===== config.mk =====
export PLATFORM = sky130hd
export DESIGN_NAME = usb_crc_tx_ctrl
export DESIGN_NICKNAME = d
export VERILOG_FILES = /design/src/rtl/usb_crc_tx_ctrl.sv
export SDC_FILE = /design/constraint.sdc
export NUM_CORES = 1
export LEC_CHECK = 0
export CORE_MARGIN = 1.5
export CORE_UTILIZATION = 52
export DETAILED_ROUTE_END_ITERATION = 7
export PLACE_DENSITY = 0.85
export SKIP_CTS_REPAIR_TIMING = 1
export SLEW_MARGIN = 0
export SYNTH_ARGS = -nofsm -noshare
export SYNTH_HDL_FRONTEND = slang
export SYNTH_SLANG_ARGS = --single-unit

===== constraint.sdc =====
create_clock -name clk -period 2.8 [get_ports clk]
set_clock_uncertainty 0.1 [all_clocks]
set_input_delay 0.84 -clock clk [delete_from_list [all_inputs] [get_ports clk]]
set_output_delay 0.84 -clock clk [all_outputs]
set_load 0.02 [all_outputs]

===== src/rtl/usb_crc_tx_ctrl.sv =====
// -----------------------------------------------------------------------------
// usb_crc_tx_ctrl
//
// Transmit-side sequencer for USB packet CRC generation. Takes a packet request
// (PID) plus an upstream byte stream. It prepends the PID byte, drives the
// external CRC5/CRC16 engines and the one-hot CRC mux select, and appends the
// inverted CRC field. Every outgoing byte passes through a single-entry output
// register.
//
// Parameters
//   CRC_LAT      cycles from an engine strobe to a valid mux result (1..4)
//   MAX_PAYLOAD  largest data payload that is emitted and CRC'd
//
// Ports
//   clk, rst_n                 clock, asynchronous active-low reset
//   pkt_start_i, pid_i, zlp_i  packet request (sampled only in IDLE)
//   data_i, data_valid_i,
//   data_last_i, data_ready_o  upstream payload / token-field byte stream
//   crc_clr_o, crc5_upd_o,
//   crc16_upd_o, crc_data_o    CRC engine control and data
//   sel_o                      CRC mux select: 001 CRC5, 010 CRC16, 100 none
//   crc5_i, crc16_i            CRC results from the mux
//   tx_data_o, tx_valid_o,
//   tx_ready_i, tx_last_o      downstream byte interface to the serializer
//   busy_o                     packet in progress
//   ovf_o                      sticky payload overflow, cleared on next start
// -----------------------------------------------------------------------------
module usb_crc_tx_ctrl #(
    parameter int unsigned CRC_LAT     = 1,
    parameter int unsigned MAX_PAYLOAD = 1023
) (
    input  logic        clk,
    input  logic        rst_n,
    input  logic        pkt_start_i,
    input  logic [3:0]  pid_i,
    input  logic        zlp_i,
    input  logic [7:0]  data_i,
    input  logic        data_valid_i,
    input  logic        data_last_i,
    output logic        data_ready_o,
    output logic        crc_clr_o,
    output logic        crc5_upd_o,
    output logic        crc16_upd_o,
    output logic [10:0] crc_data_o,
    output logic [2:0]  sel_o,
    input  logic [4:0]  crc5_i,
    input  logic [15:0] crc16_i,
    output logic [7:0]  tx_data_o,
    output logic        tx_valid_o,
    input  logic        tx_ready_i,
    output logic        tx_last_o,
    output logic        busy_o,
    output logic        ovf_o
);

    localparam int unsigned    CW      = $clog2(MAX_PAYLOAD + 1);
    localparam logic [2:0]     LAT     = 3'(CRC_LAT);
    localparam logic [CW-1:0]  CNT_MAX = CW'(MAX_PAYLOAD);

    typedef enum logic [3:0] {
        S_IDLE,
        S_PID,
        S_TOK_COL,
        S_TOK_WAIT,
        S_TOK_B1,
        S_TOK_B2,
        S_DAT,
        S_DAT_WAIT,
        S_CRC_LO,
        S_CRC_HI
    } state_e;

    state_e        state_q, state_d;
    logic [3:0]    pid_q, pid_d;
    logic          zlp_q, zlp_d;
    logic [10:0]   field_q, field_d;
    logic          byte1_q, byte1_d;   // token field: next byte is byte1
    logic          sent_q, sent_d;     // final byte loaded, waiting for accept
    logic [4:0]    crc5_q, crc5_d;
    logic [15:0]   crc16_q, crc16_d;
    logic [CW-1:0] cnt_q, cnt_d;
    logic [2:0]    lat_q, lat_d;       // cycles since last engine strobe, saturating
    logic          ovf_q, ovf_d;
    logic [7:0]    tx_data_q, tx_data_d;
    logic          tx_valid_q, tx_valid_d;
    logic          tx_last_q, tx_last_d;

    logic          load;
    logic [7:0]    load_data;
    logic          load_last;

    logic is_tok;
    logic is_dat;
    logic tx_free;
    logic tx_fire;

    assign is_tok  = (pid_q[1:0] == 2'b01);
    assign is_dat  = (pid_q[1:0] == 2'b11);
    assign tx_free = !tx_valid_q || tx_ready_i;
    assign tx_fire = tx_valid_q && tx_ready_i;

    // NOTE: every signal written here gets a default before the case so that no
    // path leaves it unassigned; otherwise synthesis infers a latch.
    always_comb begin
        state_d      = state_q;
        pid_d        = pid_q;
        zlp_d        = zlp_q;
        field_d      = field_q;
        byte1_d      = byte1_q;
        sent_d       = sent_q;
        crc5_d       = crc5_q;
        crc16_d      = crc16_q;
        cnt_d        = cnt_q;
        lat_d        = lat_q;
        ovf_d        = ovf_q;
        tx_data_d    = tx_data_q;
        tx_last_d    = tx_last_q;
        tx_valid_d   = tx_valid_q && !tx_ready_i;
        load         = 1'b0;
        load_data    = '0;
        load_last    = 1'b0;
        data_ready_o = 1'b0;
        crc_clr_o    = 1'b0;
        crc5_upd_o   = 1'b0;
        crc16_upd_o  = 1'b0;
        crc_data_o   = '0;

        unique case (state_q)
            S_IDLE: begin
                if (pkt_start_i) begin
                    pid_d     = pid_i;
                    zlp_d     = zlp_i;
                    crc_clr_o = 1'b1;
                    ovf_d     = 1'b0;
                    cnt_d     = '0;
                    byte1_d   = 1'b0;
                    sent_d    = 1'b0;
                    state_d   = S_PID;
                end
            end

            S_PID: begin
                if (!is_tok && !is_dat) begin
                    // Handshake/special: the PID byte is the whole packet.
                    if (!sent_q && tx_free) begin
                        load      = 1'b1;
                        load_data = {~pid_q, pid_q};
                        load_last = 1'b1;
                        sent_d    = 1'b1;
                    end else if (sent_q && tx_fire) begin
                        sent_d  = 1'b0;
                        state_d = S_IDLE;
                    end
                end else if (tx_free) begin
                    load      = 1'b1;
                    load_data = {~pid_q, pid_q};
                    if (is_tok)     state_d = S_TOK_COL;
                    else if (zlp_q) state_d = S_DAT_WAIT;
                    else            state_d = S_DAT;
                end
            end

            S_TOK_COL: begin
                // The field is held internally, so collection never stalls.
                data_ready_o = 1'b1;
                if (data_valid_i) begin
                    if (!byte1_q) begin
                        field_d[7:0] = data_i;
                        byte1_d      = 1'b1;
                    end else begin
                        field_d[10:8] = data_i[2:0];
                        crc5_upd_o    = 1'b1;
                        crc_data_o    = {data_i[2:0], field_q[7:0]};
                        byte1_d       = 1'b0;
                        state_d       = S_TOK_WAIT;
                    end
                end
            end

            S_TOK_WAIT: begin
                if (lat_q >= LAT) begin
                    crc5_d  = crc5_i;
                    state_d = S_TOK_B1;
                end
            end

            S_TOK_B1: begin
                if (tx_free) begin
                    load      = 1'b1;
                    load_data = field_q[7:0];
                    state_d   = S_TOK_B2;
                end
            end

            S_DAT: begin
                data_ready_o = tx_free;
                if (data_valid_i && tx_free) begin
                    if (cnt_q == CNT_MAX) begin
                        // Excess bytes are swallowed so upstream can still finish.
                        ovf_d = 1'b1;
                    end else begin
                        cnt_d       = cnt_q + CW'(1);
                        crc16_upd_o = 1'b1;
                        crc_data_o  = {3'b000, data_i};
                        load        = 1'b1;
                        load_data   = data_i;
                    end
                    if (data_last_i) state_d = S_DAT_WAIT;
                end
            end

            S_DAT_WAIT: begin
                if ((lat_q >= LAT) && tx_free) begin
                    crc16_d = crc16_i;
                    state_d = S_CRC_LO;
                end
            end

            S_CRC_LO: begin
                if (tx_free) begin
                    load      = 1'b1;
                    load_data = ~crc16_q[7:0];
                    state_d   = S_CRC_HI;
                end
            end

            S_TOK_B2, S_CRC_HI: begin
                // Stay until the final byte has actually left, so busy_o covers it.
                if (!sent_q && tx_free) begin
                    load      = 1'b1;
                    load_data = (state_q == S_TOK_B2) ? {~crc5_q, field_q[10:8]}
                                                      : ~crc16_q[15:8];
                    load_last = 1'b1;
                    sent_d    = 1'b1;
                end else if (sent_q && tx_fire) begin
                    sent_d  = 1'b0;
                    state_d = S_IDLE;
                end
            end

            default: state_d = S_IDLE;
        endcase

        if (crc_clr_o || crc5_upd_o || crc16_upd_o) lat_d = 3'd1;
        else if (lat_q < LAT)                       lat_d = lat_q + 3'd1;

        if (load) begin
            tx_valid_d = 1'b1;
            tx_data_d  = load_data;
            tx_last_d  = load_last;
        end
    end

    always_comb begin
        sel_o = 3'b100;
        if (state_q != S_IDLE) begin
            if (is_tok)      sel_o = 3'b001;
            else if (is_dat) sel_o = 3'b010;
        end
    end

    // NOTE: state registers use non-blocking assignments so that every flop
    // samples the pre-edge value of every other flop, matching the hardware.
    always_ff @(posedge clk or negedge rst_n) begin
        if (!rst_n) begin
            state_q    <= S_IDLE;
            pid_q      <= '0;
            zlp_q      <= 1'b0;
            field_q    <= '0;
            byte1_q    <= 1'b0;
            sent_q     <= 1'b0;
            crc5_q     <= '0;
            crc16_q    <= '0;
            cnt_q      <= '0;
            lat_q      <= '0;
            ovf_q      <= 1'b0;
            tx_data_q  <= '0;
            tx_valid_q <= 1'b0;
            tx_last_q  <= 1'b0;
        end else begin
            state_q    <= state_d;
            pid_q      <= pid_d;
            zlp_q      <= zlp_d;
            field_q    <= field_d;
            byte1_q    <= byte1_d;
            sent_q     <= sent_d;
            crc5_q     <= crc5_d;
            crc16_q    <= crc16_d;
            cnt_q      <= cnt_d;
            lat_q      <= lat_d;
            ovf_q      <= ovf_d;
            tx_data_q  <= tx_data_d;
            tx_valid_q <= tx_valid_d;
            tx_last_q  <= tx_last_d;
        end
    end

    assign tx_data_o  = tx_data_q;
    assign tx_valid_o = tx_valid_q;
    assign tx_last_o  = tx_last_q;
    assign busy_o     = (state_q != S_IDLE);
    assign ovf_o      = ovf_q;

endmodule


# == Word-level counts from Yosys, hierarchy flattened ==
# Index checks and enable logic that the tools add are counted.
# totals
in_bits,40
wordCells,149
out_inout_bits,30
reg_bits,67
# classes
n_addsub,2
n_lt_le_gt_ge,2
n_eq_ne,25
n_reduce_logical,33
mux,67
n_bitwise,5
# op_table
op,n
two-way mux 8 bit,11
two-way mux 4 bit,13
case mux 8 bit (5 select lines),1
case mux 4 bit (9 select lines),1
two-way mux 10 bit,3
"!= test 2 bit, second input constant",12
two-way mux 1 bit,22
two-way mux 11 bit,2
case mux 11 bit (2 select lines),1
case mux 10 bit (2 select lines),1
two-way mux 3 bit,6
"equality test 4 x 3 -> 1 bit, second input constant",4
inverter 8 bit,2
AND reduction 3 bit,4
"adder 10 x 1 -> 10 bit, second input constant",1
"equality test 10 bit, second input constant",1
AND reduction 10 bit,1
"equality test 4 x 2 -> 1 bit, second input constant",2
"equality test 4 bit, second input constant",2
case mux 1 bit (2 select lines),4
AND reduction 4 bit,2
logical AND 1 bit,7
AND reduction 2 bit,3
nonzero test 2 bit,3
other kinds (18),25

# == Depth between registers and ports, before layout ==
# logic_depth
ltp_word,7
depth_mapped,8
depth_no_buf,7

# == Worst setup path before layout ==
# Ideal clock, no wire load.
# synth_path
path_kind,input-to-output
startpoint,input tx_ready_i
endpoint,output crc_data_o[0]
setup_slack_ns,-0.128
path_buffers,1
required_ns,1.860
arrival_ns,1.988
path_stages,6
path_cell_list,nand2b_1 nand3_4 or2_1 inv_1 buf_2 a22o_1
# synth_between
elab_chain_len,4
# synth_lines
element,line_no,source
start: declaration,50,"input logic tx_ready_i,"
logical OR 1 bit,99,assign tx_free = !tx_valid_q || tx_ready_i;
logical AND 1 bit,197,if (data_valid_i && tx_free) begin
two-way mux 8 bit,197,
case mux 11 bit (2 select lines),128,unique case (state_q)
end: declaration,44,"output logic [10:0] crc_data_o,"
# No other way between the ends.

# == Worst setup path after layout ==
# layout_path
startpoint,input tx_ready_i
endpoint,output crc_data_o[5]
# The elaborated chain is that of the path after synthesis.

==> metrics.md <==
| Metric | Value |
|---|---|
| Run status | finished with violations |
| Failing checks | negative setup slack |
| Fill count | 412 |
| Clock share of power | 0.195 |
| Synth Area in XOR/XNOR | 0.0144 |
| Switching power | 1780 uW |
| Die W | 86.7 um |
| Max Clk Rate | 0.341 GHz |
| HP Class | in2async |
| Area Growth Syn to Fin | 40.9% |
| Yosys warning count | 0 |
| Share of cells above drive strength 1 | 0.334 |
| Post-Synth Simple-Gate Area | 0.193 |
| Slew HR | 0.617 |
| Inserted Clock Buffers | 9 |
| Initial Util | 0.536 |
| Compound-gate portion of the synthesized area | 0.150 |
| Pre-Repair DR Iteration Count | 6 |
| Slew Limit Fails | 0 |
| Ys async rst share | 1.00 |
| Final WS setup | -0.137 ns |
| Setup Viol. Count Final | 9 |
| Final min period | 2.94 ns |
| CTS clk-pin slew, worst paths | 0.08 ns |
| Synth cell types | 55 |
| Syn_area_per_cell | 10.6 um2 |
| WHS | 0.393 ns |
| Worst vdd ir | 0.500 mV |
| GRT overflow | 0 |
| CP dominant cell by count | buf_6 |
| Period utilization | 1.05 |
| First-pass GRT wire length | 16100 um |
| Worst setup EP type | output pin |
| Met3 Track Usage GR | 0.0686 |
| Average wire per standard cell | 18.6 um |
| Largest net degree at the start of global routing | 68 |
| CP delay by family, top | simple AND/OR/NAND/NOR gates |
| Final wirelength | 10600 um |
| Inserted Diodes | 0 |
| RSZ-0062 raised after global routing | true |
| Syn nets | 388 |
| Post-route ant nets | 0 |
| Maximum root-to-sink buffer count | 2 |
| Vias | 3365 |
| Crit start category | input pin |
| Die Footprint | 7520 um2 |
| DR DRC count | 0 |
| Flop pwr share | 0.343 |
| Net Sw Frac | 0.378 |
| Met1 Usage GRT | 0.349 |
| Register area share after synthesis | 0.460 |
| IO Pins | 70 |
| Most common cell after layout, fill and taps aside | dfrtp_1 |
| Crit path DAT | 2.00 ns |
| Combinational fraction of design power | 0.461 |
| Cell count after synthesis | 345 |
| Gr usage total | 0.284 |
| Most used flip-flop cell after synthesis | dfrtp_1 |
| Clk Tree Root Cell | clkbuf_8 |
| Max cap viols | 0 |
| FP Rows | 30 |
| Via density | 5.91 |
| Clock Sinks | 67 |
| CORE AREA | 6790 um2 |
| Kind of critical path | in2out |
| Placed Instances | 545 |
| Port buffer count | 69 |
| Worst-path cell chain | dlymetal6s2s_1, nand2b_4, nand3_4, or2_4, inv_4, buf_6, a22o_1, buf_6 |
| Number of synthesized flops with an enable pin | 0 |
| Main combinational cell family by area after synthesis | simple AND/OR/NAND/NOR gates |
| Nets@finish | 511 |
| Most Crowded Layer GR | met2 |
| CP peak stage delay | 0.28 ns |
| R2R Setup Slk | 0.49 ns |
| Post-synthesis adder-cell area fraction | 0.0103 |
| Slowest cell on crit path | or2_4 |
| Tot Pwr | 4710 uW |
| Final hold violation count | 0 |
| Leakage | 0.00238 uW |
| Synthesized area | 3640 um2 |
| CP bufs+invs | 4 |
| Worst Path Required | 1.86 ns |
| DP HPWL | 7340 um |
| Cell Pwr Density | 917 nW/um2 |
| Commonest non-fill, non-tap cells in the layout | dfrtp_1 (66), buf_4 (57), clkdlybuf4s50_1 (47) |
| Number of global-route vias before repair | 3327 |
| RePlAce Congestion | 0.889 |
| Place WS | -1.07 ns |
| Max FO, Critical Path | 7 |
| Internal power | 2930 uW |
| Measured slew at the worst slew-check pin | 0.574 ns |
| Die Y | 86.7 um |
| CTS tree | built |
| Initial DRC Count | 309 |
| Clk Latency, worst-skew pair | 0.35 ns |
| Yosys reg bits | 67 |
| Final non-filler cell total | 569 |
| Antenna violations before repair | 0 |
| Met2 Use GR | 0.474 |
| Mux contribution to synthesized area | 0.134 |
| CTS H-Tree Depth | 3 |
==> power groups by stage <==
stage / sequential (uW) / clock (uW) / combinational [uW]
after floorplan: 1590 / 0 / 1300
after global placement: 1590 / 0 / 2040
after detailed placement: 1610 / 0 / 2120
after CTS: 1600 / 929 / 2130
after global routing: 1660 / 976 / 2320
final: 1620 / 920 / 2170
==> state kept, by name, indices dropped and copies added, names as in the netlist, 3 cells and up <==
name       count
field_q       11
crc5_q         5
tx_data_o      8
state_q        4
crc16_q       16
pid_q          4
lat_q          3
cnt_q         10
==> kinds of logic after synthesis <==
logic type | after synthesis
xor+xnor | 6
fa+ha+maj | 3
compound gates | 72
simple gates | 127
flops | 67
buf+inv | 26
mux | 44
==> routing by layer <==
layer / routed length [um] / vias to the layer above
met5: 0 / -
met4: 340 / 0
met3: 637 / 33
met2: 5350 / 149
met1: 4270 / 1673
li1: - / 1510
==> path summary, 6_finish.rpt <==
| path | from | endpoint | cells after the start |
|---|---|---|---|
| worst min register to register | zlp_q | zlp_q | 2 |
| min in group clk | zlp_q | zlp_q | 2 |
| worst min-delay path | rst_n | crc5_q[0] | 2 |
| worst max-delay path | tx_ready_i | crc_data_o[5] | 8 |
| max in group asynchronous | rst_n | cnt_q[0] | 2 |
| worst max register to register | state_q[2] | state_q[1] | 7 |
==> Yosys cell counts, types with 3 or more instances <==
cell type,count,share of area
nor4_1,3,0.0052
buf_2,13,0.018
a2bb2oi_1,3,0.0072
nand2_1,40,0.041
and2_1,3,0.0052
and3_1,8,0.014
or3_1,3,0.0052
o2bb2ai_1,4,0.0096
mux2_2,34,0.11
nor2b_1,7,0.012
ha_1,3,0.010
a222oi_1,6,0.016
nand3_1,7,0.0096
a21oi_1,15,0.021
a31oi_1,3,0.0052
nor3_1,9,0.012
o22ai_1,4,0.0069
o21ai_0,15,0.021
nand2b_1,6,0.010
dfrtp_1,67,0.46
xnor2_1,6,0.014
a22o_1,12,0.029
mux2i_1,6,0.016
mux2_1,4,0.012
nor2_1,22,0.023
inv_1,7,0.0072
==> area by class of cell <==
class | count | area [um2] | share of cell area
Clock inverter | 6 | 88.8 | 0.0173
Timing Repair Buffer | 131 | 1180 | 0.229
Clock buffer | 10 | 138 | 0.0268
Inverter | 7 | 28.8 | 0.00561
Tap cell | 96 | 120 | 0.0234
Sequential cell | 67 | 1680 | 0.327
Multi-Input combinational cell | 252 | 1900 | 0.371
==> worst register-to-register path, cell delays in order, from the launching register on <==
cell and delay [ns]:
dfrtp_1 0.36, buf_4 0.15, buf_4 0.20, nand2b_1 0.50
nor3_1 0.12, o32ai_2 0.25, nand4b_2 0.19, mux2_1 0.34
==> through the flow <==
stage           util  TNS (ns)  area (um2)
2_1_floorplan      -    -0.388        3670
3_3_place_gp   0.706    -11.91        4800
3_5_place_dp   0.706    -12.92        4800
4_1_cts        0.739    -14.11        5020
5_1_grt        0.756     -1.39        5130
6_report       0.756    -0.955        5130
No activity file was read; power rests on OpenSTA's default activity.
